===== config.mk =====
export PLATFORM = sky130hd
export DESIGN_NAME = cpu_run_monitor
export DESIGN_NICKNAME = d
export VERILOG_FILES = /design/src/rtl/cpu_run_monitor.sv
export SDC_FILE = /design/constraint.sdc
export NUM_CORES = 1
export LEC_CHECK = 0
export ABC_AREA = 1
export BUFFER_PORTS_ARGS = -buffer_cell sky130_fd_sc_hd__buf_2
export CAP_MARGIN = 40
export CORE_ASPECT_RATIO = 1.75
export CORE_UTILIZATION = 45
export DETAILED_ROUTE_END_ITERATION = 7
export MAX_ROUTING_LAYER = met4
export PLACE_DENSITY = 0.62
export SYNTH_ARGS = -nofsm -noshare
export SYNTH_HDL_FRONTEND = slang
export SYNTH_SLANG_ARGS = --single-unit
export TNS_END_PERCENT = 50

===== constraint.sdc =====
create_clock -name clk -period 2.5 [get_ports clk]
set_input_delay 0.625 -clock clk [delete_from_list [all_inputs] [get_ports clk]]
set_output_delay 0.625 -clock clk [all_outputs]
set_load 0.02 [all_outputs]

===== src/rtl/cpu_run_monitor.sv =====
// Run controller and monitor for a CPU under test: sequences the CPU reset,
// counts run cycles and retired instructions, and latches halt/timeout status.
module cpu_run_monitor #(
    parameter int ADDR_LEN     = 32,
    parameter int INSTR_LEN    = 32,
    parameter int CNT_W        = 32,
    parameter int RESET_CYCLES = 1,
    parameter int MAX_CYCLES   = 100,
    parameter int STALL_LIMIT  = 16,
    parameter int HALT_EN      = 1,
    parameter logic [INSTR_LEN-1:0] HALT_INSTR = {INSTR_LEN{1'b1}}
) (
    input  logic                 clk,
    input  logic                 rst,
    input  logic                 start,
    input  logic                 abort,
    input  logic [ADDR_LEN-1:0]  pc,
    input  logic [INSTR_LEN-1:0] inst,
    output logic                 cpu_rst,
    output logic                 running,
    output logic                 done,
    output logic                 halted,
    output logic                 timeout,
    output logic [CNT_W-1:0]     cycle_cnt,
    output logic [CNT_W-1:0]     instr_cnt,
    output logic [ADDR_LEN-1:0]  final_pc
);

    localparam int RST_LOAD = (RESET_CYCLES < 1) ? 1 : RESET_CYCLES;
    localparam logic [31:0]      RST_LOAD_V = 32'(RST_LOAD);
    localparam logic [CNT_W-1:0] MAX_M1     = CNT_W'(MAX_CYCLES - 1);
    localparam logic [CNT_W-1:0] STALL_M1   = CNT_W'(STALL_LIMIT - 1);

    typedef enum logic [2:0] {
        S_IDLE    = 3'd0,
        S_RESET   = 3'd1,
        S_RUN     = 3'd2,
        S_HALTED  = 3'd3,
        S_TIMEOUT = 3'd4
    } state_t;

    state_t              state_r;
    logic [31:0]         rst_cnt_r;
    logic [ADDR_LEN-1:0] prev_pc_r;
    logic [CNT_W-1:0]    stall_cnt_r;
    logic                first_r;

    logic pc_same_s;
    logic stall_hit_s;
    logic op_hit_s;
    logic halt_s;
    logic timeout_s;
    logic restart_s;

    // Saturating increment: counters stick at all-ones instead of wrapping.
    function automatic logic [CNT_W-1:0] sat_inc(input logic [CNT_W-1:0] v);
        if (&v) begin
            return v;
        end else begin
            return v + {{(CNT_W-1){1'b0}}, 1'b1};
        end
    endfunction

    // End-of-run and restart conditions evaluated from the current RUN sample.
    always_comb begin
        pc_same_s   = (pc == prev_pc_r);
        stall_hit_s = !first_r && pc_same_s && (stall_cnt_r == STALL_M1);
        op_hit_s    = (HALT_EN != 0) && (inst == HALT_INSTR);
        halt_s      = stall_hit_s || op_hit_s;
        timeout_s   = (cycle_cnt == MAX_M1);
        restart_s   = start && ((state_r == S_IDLE) || (state_r == S_HALTED) ||
                                (state_r == S_TIMEOUT));
    end

    // Run sequencer with all status outputs registered alongside the state.
    always_ff @(posedge clk or negedge rst) begin
        if (!rst) begin
            state_r     <= S_IDLE;
            rst_cnt_r   <= 32'd0;
            prev_pc_r   <= {ADDR_LEN{1'b0}};
            stall_cnt_r <= {CNT_W{1'b0}};
            first_r     <= 1'b0;
            cpu_rst     <= 1'b1;
            running     <= 1'b0;
            done        <= 1'b0;
            halted      <= 1'b0;
            timeout     <= 1'b0;
            cycle_cnt   <= {CNT_W{1'b0}};
            instr_cnt   <= {CNT_W{1'b0}};
            final_pc    <= {ADDR_LEN{1'b0}};
        end else if (abort) begin
            // Counters and final_pc are deliberately kept for post-mortem reads.
            state_r <= S_IDLE;
            cpu_rst <= 1'b1;
            running <= 1'b0;
            done    <= 1'b0;
            halted  <= 1'b0;
            timeout <= 1'b0;
        end else if (restart_s) begin
            state_r     <= S_RESET;
            rst_cnt_r   <= RST_LOAD_V;
            stall_cnt_r <= {CNT_W{1'b0}};
            first_r     <= 1'b1;
            cpu_rst     <= 1'b1;
            running     <= 1'b0;
            done        <= 1'b0;
            halted      <= 1'b0;
            timeout     <= 1'b0;
            cycle_cnt   <= {CNT_W{1'b0}};
            instr_cnt   <= {CNT_W{1'b0}};
            final_pc    <= {ADDR_LEN{1'b0}};
        end else begin
            case (state_r)
                S_IDLE: begin
                    cpu_rst <= 1'b1;
                end
                S_RESET: begin
                    if (rst_cnt_r <= 32'd1) begin
                        state_r <= S_RUN;
                        cpu_rst <= 1'b0;
                        running <= 1'b1;
                        first_r <= 1'b1;
                    end else begin
                        rst_cnt_r <= rst_cnt_r - 32'd1;
                    end
                end
                S_RUN: begin
                    cycle_cnt <= sat_inc(cycle_cnt);
                    prev_pc_r <= pc;
                    first_r   <= 1'b0;
                    // The first RUN sample only seeds prev_pc.
                    if (!first_r) begin
                        if (!pc_same_s) begin
                            instr_cnt   <= sat_inc(instr_cnt);
                            stall_cnt_r <= {CNT_W{1'b0}};
                        end else begin
                            stall_cnt_r <= sat_inc(stall_cnt_r);
                        end
                    end
                    if (halt_s) begin
                        state_r  <= S_HALTED;
                        running  <= 1'b0;
                        done     <= 1'b1;
                        halted   <= 1'b1;
                        final_pc <= pc;
                    end else if (timeout_s) begin
                        state_r  <= S_TIMEOUT;
                        running  <= 1'b0;
                        done     <= 1'b1;
                        timeout  <= 1'b1;
                        final_pc <= pc;
                    end
                end
                S_HALTED, S_TIMEOUT: begin
                    cpu_rst <= 1'b0;
                    running <= 1'b0;
                    done    <= 1'b1;
                end
                default: begin
                    state_r <= S_IDLE;
                    cpu_rst <= 1'b1;
                    running <= 1'b0;
                    done    <= 1'b0;
                    halted  <= 1'b0;
                    timeout <= 1'b0;
                end
            endcase
        end
    end

endmodule


After elaboration in Yosys (flattened, before gate mapping)

Cells that the tools add are included.

Bitwise logic cells: 2
Multiply operators: 0
Mux-type cells: 51
Shift-type cells: 0
$lt $le $gt $ge: 1
Div/mod/pow operators: 0
Reduce and logical (&&, ||, !) cells: 32
Eq/ne operators: 25
$add $sub $neg: 4

Operator list:

| operator                                                         | number |
|---|---|
| two-way mux 32 bit                                               | 20 |
| adder 32 x 1 -> 32 bit (second input constant)                   | 3 |
| AND reduction 32 bit                                             | 3 |
| == test 32 bit                                                   | 1 |
| == test 32 bit (second input constant)                           | 1 |
| == test 32 x 4 -> 1 bit (second input constant)                  | 1 |
| == test 32 x 7 -> 1 bit (second input constant)                  | 1 |
| less-or-equal comparator 32 x 1 -> 1 bit (second input constant) | 1 |
| subtractor 32 x 1 -> 32 bit (second input constant)              | 1 |
| AND reduction 3 bit                                              | 8 |
| two-way mux 1 bit                                                | 19 |
| != test 4 bit (second input constant)                            | 4 |
| two-way mux 3 bit                                                | 5 |
| != test 3 bit (second input constant)                            | 4 |
| != test 3 x 1 -> 1 bit (second input constant)                   | 3 |
| one-hot mux 1 bit (3 select lines)                               | 3 |
| one-hot mux 3 bit (3 select lines)                               | 1 |
| == test 3 x 2 -> 1 bit (second input constant)                   | 2 |
| != test 2 bit (second input constant)                            | 3 |
| one-hot mux 1 bit (2 select lines)                               | 3 |
| AND reduction 2 bit                                              | 3 |
| nonzero test 3 bit                                               | 2 |
| != test 5 bit (second input constant)                            | 1 |
| AND reduction 5 bit                                              | 1 |
| other kinds (13)                                                 | 21 |

Bits in read-only memories: 0
RAM bits: 0
Logic and storage cells: 128
Memories kept: 0
Register bits: 201
Bits in latches: 0

Depth between registers and ports, before layout

Gate-level depths: netlist of run 1.

Depth after elaboration: 8
Depth in mapped cells: 16

Worst setup path after synthesis of run 1

Ideal clock, no wire load.

Path type: register -> register
From: register cycle_cnt[1]
To: register cycle_cnt[28]
Setup slack: 0.423 ns
Arrival: 1.956 ns
Setup time: 0.121 ns
Buffers on the path: 1
Cell stages (with the launch flop): 10
Cell sequence: dfrtp_1 > ha_1 > inv_1 > nor3_4 > nand2_2 > nor2_4 > nand4_2 > o21ai_4 > buf_6 > o21ai_1

Word-level cells in the longest chain between the ends: 4
Elaborated cells between the ends (all ways): 7

Ends and longest elaborated chain:

| what                   | line | source |
|---|---|---|
| start, declared        | 24   | `output logic [CNT_W-1:0] cycle_cnt,` |
| start signal, assigned | 88   | `cycle_cnt <= {CNT_W{1'b0}};` |
| start signal, assigned | 109  | `cycle_cnt <= {CNT_W{1'b0}};` |
| start signal, assigned | 128  | `cycle_cnt <= sat_inc(cycle_cnt);` |
| adder 32 x 1 -> 32 bit | 60   | `return v + {{(CNT_W-1){1'b0}}, 1'b1};` |
| two-way mux 32 bit     | 57   | `if (&v) begin` |
| two-way mux 32 bit     | 113  | `case (state_r)` |
| two-way mux 32 bit     | 99   | `end else if (restart_s) begin` |

Several ways; a longest one is shown, not always the timed one. The select of a mux whose other input is x is not followed.
A chain may end at the register's enable or synchronous reset.

Final worst setup path of run 1

From: register cycle_cnt[3]
To: register final_pc[17]

Word-level cells in the longest chain between the ends: 3

Ends and longest elaborated chain:

| what                                 | line | source |
|---|---|---|
| == test 32 x 7 -> 1 bit              | 70   | `timeout_s = (cycle_cnt == MAX_M1);` |
| nonzero test 3 bit (no source line)  | -    |  |
| AND reduction 3 bit (no source line) | -    |  |
| end signal, assigned                 | 90   | `final_pc <= {ADDR_LEN{1'b0}};` |
| end signal, assigned                 | 111  | `final_pc <= {ADDR_LEN{1'b0}};` |
| end signal, assigned                 | 145  | `final_pc <= pc;` |
| end, declared                        | 26   | `output logic [ADDR_LEN-1:0] final_pc` |

Every way passes these cells.

==> results.md, run 1 <==
- Status: finished clean
- Area share of the largest cell type after synthesis: 41.4%
- Commonest non-fill, non-tap cells in the layout: nand2_1 (531), dfrtp_1 (200), nor2_1 (197)
- Clock Sink Count: 201
- Maximum number of pins on one net before global-route repair: 76
- Reg clk slew, reported paths: 60 ps
- Library cell occupying the most area in the post-synthesis netlist: dfrtp_1
- Worst-case hold slack: 54.8 ps
- Worst setup EP type: flop
- CP Cell Sequence: inv_1 -> nand2_1 -> nor3_1 -> nand3_1 -> nor2_1 -> nand4_1 -> nand2_1 -> o21ai_4 -> buf_12 -> nand2_1 -> o21ai_0
- Unrepaired setup endpoints after global routing: false
- Die height: 219 um
- DR vias: 11522
- Mean post-synth cell area: 7.26 sq um
- Max Transition Viols Final: 0
- Final routed wirelength across all metal layers: 35800 um
- Grt ovf: 0
- Synth Instances: 1666
- Die Wd: 126 um
- First-pass GRT wire length: 57500 um
- Layout cells sized above 1: 17.3%
- Die outline area: 27600 sq um
- Endpoints failing hold: 0
- Later-pin clock latency in the skew report: 530 ps
- Final cell utilization of the core: 53.6%
- EDFF count, synth: 0
- Inserted Clock Buffers: 22
- Data required time of the worst path: 2890 ps
- Worst Path Arrival: 2640 ps
- Post-DRT Antenna Nets: 0
- Post-synth top flop: dfrtp_1
- Worst vdd rail ir drop: 0.576 mV
- Leakage power total: 6.78 nW
- Hold-fix buffers, CTS: 0
- Maximum level of the CTS H-tree: 1
- Crit Path Category: reg2reg
- Standard-cell rows: 79
- Average wire per cell in the routed design: 16.3 um
- Number of buffers on the longest clock path: 3
- Delay of the slowest critical-path stage: 410 ps
- Area growth from synthesis to layout: 17.3%
- Post-route DRC violation count: 0
- Initial Util: 45.7%
- #FFs+latches synth: 201
- Io pins: 169
- DPL Wire Length: 26800 um
- Combined area of all synthesized cells: 12100 sq um
- Kind of start point of the critical path: flop
- Total track usage: 27.2%
- Max Clock Freq: 0.444 GHz
- Relative slew margins: 49.9%
- Initial antenna violation count: 1
- Library cells used by synthesis: 45
- TritonCTS clock tree: yes
- Crit-path slowest cell: dfrtp_1
- Slew at the pin with the worst max-slew slack: 752 ps
- Asr flop ratio synth: 100%
- Share of the yosys chip area belonging to registers: 41.6%
- Setup fix buffers added after clock tree synthesis: 0
- Synthesis Warnings: 0
- Setup skew after layout: 20.6 ps
- Nets: 1923
- Count of buffers from port buffering: 168
- Leading cell type in the layout, fill and taps excluded: nand2_1
- Pre-antenna DRT Iters: 7
- Number of global-route vias before repair: 11230
- Period utilisation layout: 90.0%
- Final setup violating endpoints: 0
- Initial detailed-routing violation count: 584
- Weighted congestion reported at the end of routability-driven placement: 0.976
- Detailed-route vias per instance: 5.26
- Clock root buffer: clkbuf_16
- Cell mode on critical path: nand2_1
- Post-layout minimum cycle time: 2250 ps
- Standard cell core area: 26500 sq um
- Fin Setup TNS: 0 ps
- FILL cells: 2635
- Pwr per Cell Area: 968 nW/um^2
- Max-cap check violation count: 0
- Net Count, Synth: 1739
- Min-delay worst type: in2async
- Area contributors post-synth: dfrtp_1 (41%), nand2_1 (16%), nor2_1 (6.2%), inv_1 (4.2%), nand3_1 (3.9%)
- Peak fanout along the critical path: 64
==> flip-flops by register name (all words and copies together) (netlist names) <==
signal       count
rst_cnt_r       32
final_pc        32
state_r          3
timeout          1
done             1
halted           1
running          1
instr_cnt       32
prev_pc_r       32
stall_cnt_r     32
first_r          1
cycle_cnt       32
cpu_rst          1
==> stage by stage <==
stage	power (mW)	worst slack [ps]	instance area, sq um	cells
global placement	10.5	131	13500	2150
detailed placement	10.6	105	13500	2150
floorplan	8.69	423	12100	1666
global route	14.7	2.02	14200	2188
CTS	13.8	169	14200	2187
finish	13.7	250	14200	2189
==> critical path: cells and delay by family, from the launching register on <==
family / cells / cell delay, ps
buf+inv: 2 / 360
simple gates: 7 / 1120
flops: 1 / 410
compound gates: 2 / 160
==> final cells by class <==
class                      count  area, sq um  share of cell area (%)
multi-input combinational   1269         6250                    44.0
sequential                   201         5030                    35.5
timing repair buffer         211         1260                    8.91
clock buffer                  31          646                    4.55
inverter                     145          552                    3.89
tap                          324          405                    2.86
clock inverter                 6         38.8                   0.273
antenna                        2         5.00                  0.0353
==> routing by layer <==
metal | vias up | wire (um) | global-route usage (%)
met3 | 130 | 1260 | 2.90
met4 | 0 | 2200 | 15.8
li1 | 5758 | - | -
met1 | 5316 | 13500 | 29.1
met5 | - | 0 | -
met2 | 318 | 18800 | 48.4
==> timing repair <==
item,4_1_cts,5_1_grt
gates resized for setup,0,5
endpoints found under the hold margin,0,0
setup endpoints to repair,0,4
==> synth_stat cells (2+ instances only) <==
| master | n |
|---|---|
| nand3_2 | 3 |
| buf_6 | 11 |
| ha_1 | 5 |
| nor4_1 | 8 |
| nor2_1 | 199 |
| nor3_2 | 2 |
| nand3_1 | 94 |
| nor2_2 | 3 |
| inv_2 | 7 |
| nor3b_1 | 4 |
| o22ai_1 | 2 |
| a21o_1 | 2 |
| inv_4 | 2 |
| nand3b_1 | 6 |
| o31ai_1 | 22 |
| or2_2 | 9 |
| dfrtp_1 | 200 |
| clkbuf_1 | 22 |
| inv_1 | 135 |
| buf_1 | 4 |
| xnor2_1 | 38 |
| nand2_2 | 9 |
| o21ai_1 | 11 |
| buf_2 | 10 |
| a21oi_1 | 23 |
| o21ai_2 | 32 |
| xor2_1 | 50 |
| a31oi_1 | 4 |
| nand2_1 | 531 |
| nor2_4 | 3 |
| nor3_1 | 68 |
| o21ai_0 | 86 |
| buf_4 | 4 |
| nand4_1 | 46 |
==> power breakdown <==
part / internal [mW] / leakage, nW / switching (mW) / total (mW)
registers: 4.08 / 2.69 / 0.754 / 4.84
logic: 1.91 / 3.75 / 3.83 / 5.73
clock network: 1.79 / 0.333 / 1.37 / 3.17
==> kinds of logic after synthesis <==
logic type      share of synthesized area (%)
compound gates                           9.43
xor+xnor                                 6.37
fa+ha+maj                               0.517
buf+inv                                  7.03
flops                                    41.6
simple gates                             35.1
==> path summary, 6_finish.rpt <==
check | start | slack (ps) | cells after the start | endpoint
max in group asynchronous | rst | 1630 | 2 | prev_pc_r[15]$_DFFE_PN0P_
min | rst | 50 | 1 | rst_cnt_r[31]$_DFFE_PN0P_
min in group clk | pc[24] | 350 | 3 | prev_pc_r[24]$_DFFE_PN0P_
max | cycle_cnt[3]$_DFFE_PN0P_ | 250 | 11 | final_pc[17]$_DFFE_PN0P_
min reg2reg | halted$_DFFE_PN0P_ | 480 | 2 | halted$_DFFE_PN0P_
max reg2reg | cycle_cnt[3]$_DFFE_PN0P_ | 250 | 11 | final_pc[17]$_DFFE_PN0P_
(Power assumes the default switching activity.)
==> run 2: changes to the inputs <==
--- a/config.mk
+++ b/config.mk
@@ -9,10 +9,10 @@
 export BUFFER_PORTS_ARGS = -buffer_cell sky130_fd_sc_hd__buf_2
 export CAP_MARGIN = 40
 export CORE_ASPECT_RATIO = 1.75
-export CORE_UTILIZATION = 45
+export CORE_UTILIZATION = 59
 export DETAILED_ROUTE_END_ITERATION = 7
 export MAX_ROUTING_LAYER = met4
-export PLACE_DENSITY = 0.62
+export PLACE_DENSITY = 0.79
 export SYNTH_ARGS = -nofsm -noshare
 export SYNTH_HDL_FRONTEND = slang
 export SYNTH_SLANG_ARGS = --single-unit
==> run 2 against run 1 <==
  * Power is 1.3% lower
  * Routed wire length decreased by 4.8%
  * Maximum frequency down 3.2%
  * Hold slack improved by 33 ps
  * Critical endpoint is now rst_cnt_r[9]$_DFFE_PN0P_
  * Largest cell class unchanged
==> results.md, run 2 (same netlist as run 1, synthesis figures left out) <==
- Cell mode on critical path: nor2_1
- Number of buffers on the longest clock path: 3 (unchanged)
- Leakage power total: 6.74 nW (-0.59%)
- Worst setup EP type: flop
- CP Cell Sequence: nor2_1 -> nand2_1 -> nor2_1 -> nand3_1 -> nor2_1 -> nor2_2 -> nor2_2 -> buf_12 -> nor2_1 -> xnor2_1 -> nor2_1
- Crit-path slowest cell: dfrtp_1
- Clock Sink Count: 201 (unchanged)
- Maximum number of pins on one net before global-route repair: 66 (-13%)
- Weighted congestion reported at the end of routability-driven placement: 0.989 (+1.4%)
- Inserted Clock Buffers: 20 (-9.1%)
- Max Transition Viols Final: 0 (unchanged)
- DR vias: 11678 (+1.4%)
- Pre-antenna DRT Iters: 6 (-1)
- Slew at the pin with the worst max-slew slack: 796 ps (+44.0 ps)
- Standard-cell rows: 69 (-13%)
- Maximum level of the CTS H-tree: 1 (unchanged)
- Initial antenna violation count: 1 (unchanged)
- Min-delay worst type: in2async
- Count of buffers from port buffering: 168 (unchanged)
- Average wire per cell in the routed design: 16.2 um (-1.0%)
- Die Wd: 110 um (-12%)
- Post-route DRC violation count: 0 (unchanged)
- Area growth from synthesis to layout: 15.7%
- Detailed-route vias per instance: 5.55 (+5.4%)
- Number of global-route vias before repair: 11308 (+0.69%)
- Io pins: 169 (unchanged)
- First-pass GRT wire length: 54400 um (-5.3%)
- Peak fanout along the critical path: 33 (-48%)
- Final setup violating endpoints: 0 (unchanged)
- Total track usage: 34.1% (+6.9 points)
- Max-cap check violation count: 0 (unchanged)
- Delay of the slowest critical-path stage: 420 ps (about the same)
- Setup skew after layout: 11.5 ps (-9.15 ps)
- Final cell utilization of the core: 69.3% (+16 points)
- Die height: 191 um (-13%)
- Hold-fix buffers, CTS: 0 (unchanged)
- Crit Path Category: reg2reg
- Area of the multi-input gates: 6240 sq um (-0.12%)
- Later-pin clock latency in the skew report: 510 ps (-20 ps)
- Grt ovf: 0 (unchanged)
- Die outline area: 21100 sq um (-23%)
- Clock root buffer: clkbuf_16
- Worst Path Arrival: 2720 ps (+80 ps)
- Post-layout minimum cycle time: 2320 ps (+74.2 ps)
- Setup fix buffers added after clock tree synthesis: 0 (unchanged)
- Leading cell type in the layout, fill and taps excluded: nand2_1
- Kind of start point of the critical path: flop
- Endpoints failing hold: 0 (unchanged)
- Pwr per Cell Area: 968 nW/um^2 (about the same)
- FILL cells: 1746 (-34%)
- Worst vdd rail ir drop: 0.873 mV (+52%)
- DPL Wire Length: 25400 um (-4.9%)
- Reg clk slew, reported paths: 60 ps (about the same)
- Relative slew margins: 47.0% (-2.9 points)
- Initial detailed-routing violation count: 761 (+30%)
- Initial Util: 59.9% (+14 points)
- Nets: 1915 (-0.42%)
- Fin Setup TNS: 0 ps (unchanged)
- FF+latch area: 5030 sq um (unchanged)
- Data required time of the worst path: 2890 ps (about the same)
- Max Clock Freq: 0.430 GHz (-3.2%)
- Final routed wirelength across all metal layers: 34100 um (-4.8%)
- Layout cells sized above 1: 17.0% (-0.37 points)
- Commonest non-fill, non-tap cells in the layout: nand2_1 (531), dfrtp_1 (200), nor2_1 (198)
- Unrepaired setup endpoints after global routing: false
- Status: finished clean
- TritonCTS clock tree: yes
- Post-DRT Antenna Nets: 0 (unchanged)
- Standard cell core area: 20200 sq um (-24%)
- Period utilisation layout: 93.0% (+3.0 points)
## run 2: per-layer routing
| metal | share of wire (%) | GRT usage (%) |
|---|---|---|
| met1 | 37 | 36.3 |
| met2 | 52 | 58.5 |
| met3 | 5.0 | 4.91 |
| met4 | 6.3 | 20.4 |
| met5 | 0 | - |
## run 2: per-stage QoR
step | std cells | power [mW] | setup WS [ps] | hold slack, ps | cell area (sq um)
detailed placement | 2068 | 10.5 | 85.6 | 468 | 13300
floorplan | 1666 | 8.69 | 423 | 329 | 12100
CTS | 2104 | 13.6 | 165 | 106 | 14000
global route | 2105 | 14.4 | 30.1 | 124 | 14000
global placement | 2068 | 10.3 | 178 | 463 | 13300
finish | 2105 | 13.6 | 176 | 88.1 | 14000
## run 2: critical path: cells and delay by family (launching register included)
| family | cells | cell delay [ps] |
|---|---|---|
| xor gates and xnor gates | 1 | 140 |
| buffers and inverters | 1 | 220 |
| and+or+nand+nor | 9 | 1410 |
| DFF | 1 | 420 |
## run 2: area by class of cell
cell class / instances / share of cell area [%]
Antenna cell: 1 / 0.0179
Multi-Input combinational cell: 1269 / 44.6
Inverter: 145 / 3.94
Timing Repair Buffer: 205 / 8.59
Clock inverter: 8 / 0.483
Tap cell: 248 / 2.22
Sequential cell: 201 / 35.9
Clock buffer: 28 / 4.23
## run 2: worst paths after layout
check | start | to | slack [ps] | depth (start not counted)
hold reg to reg | final_pc[30]$_DFFE_PN0P_ | final_pc[30]$_DFFE_PN0P_ | 480 | 2
max in group asynchronous | rst | final_pc[11]$_DFFE_PN0P_ | 1730 | 2
setup / recovery | rst_cnt_r[12]$_DFFE_PN0P_ | rst_cnt_r[9]$_DFFE_PN0P_ | 180 | 11
hold / removal | rst | instr_cnt[23]$_DFFE_PN0P_ | 90 | 1
min in group clk | pc[3] | prev_pc_r[3]$_DFFE_PN0P_ | 370 | 3
setup reg to reg | rst_cnt_r[12]$_DFFE_PN0P_ | rst_cnt_r[9]$_DFFE_PN0P_ | 180 | 11
## run 2: report_power, final
part | switching (mW) | internal (mW) | leakage, nW | total, mW
clock | 1.30 | 1.76 | 0.329 | 3.06
combinational | 3.77 | 1.87 | 3.72 | 5.64
sequential | 0.767 | 4.08 | 2.69 | 4.85
## run 2: repair_timing
action,in CTS,in global routing
endpoints found under the hold margin,0,0
resized for setup,0,2
setup endpoints to repair,0,1
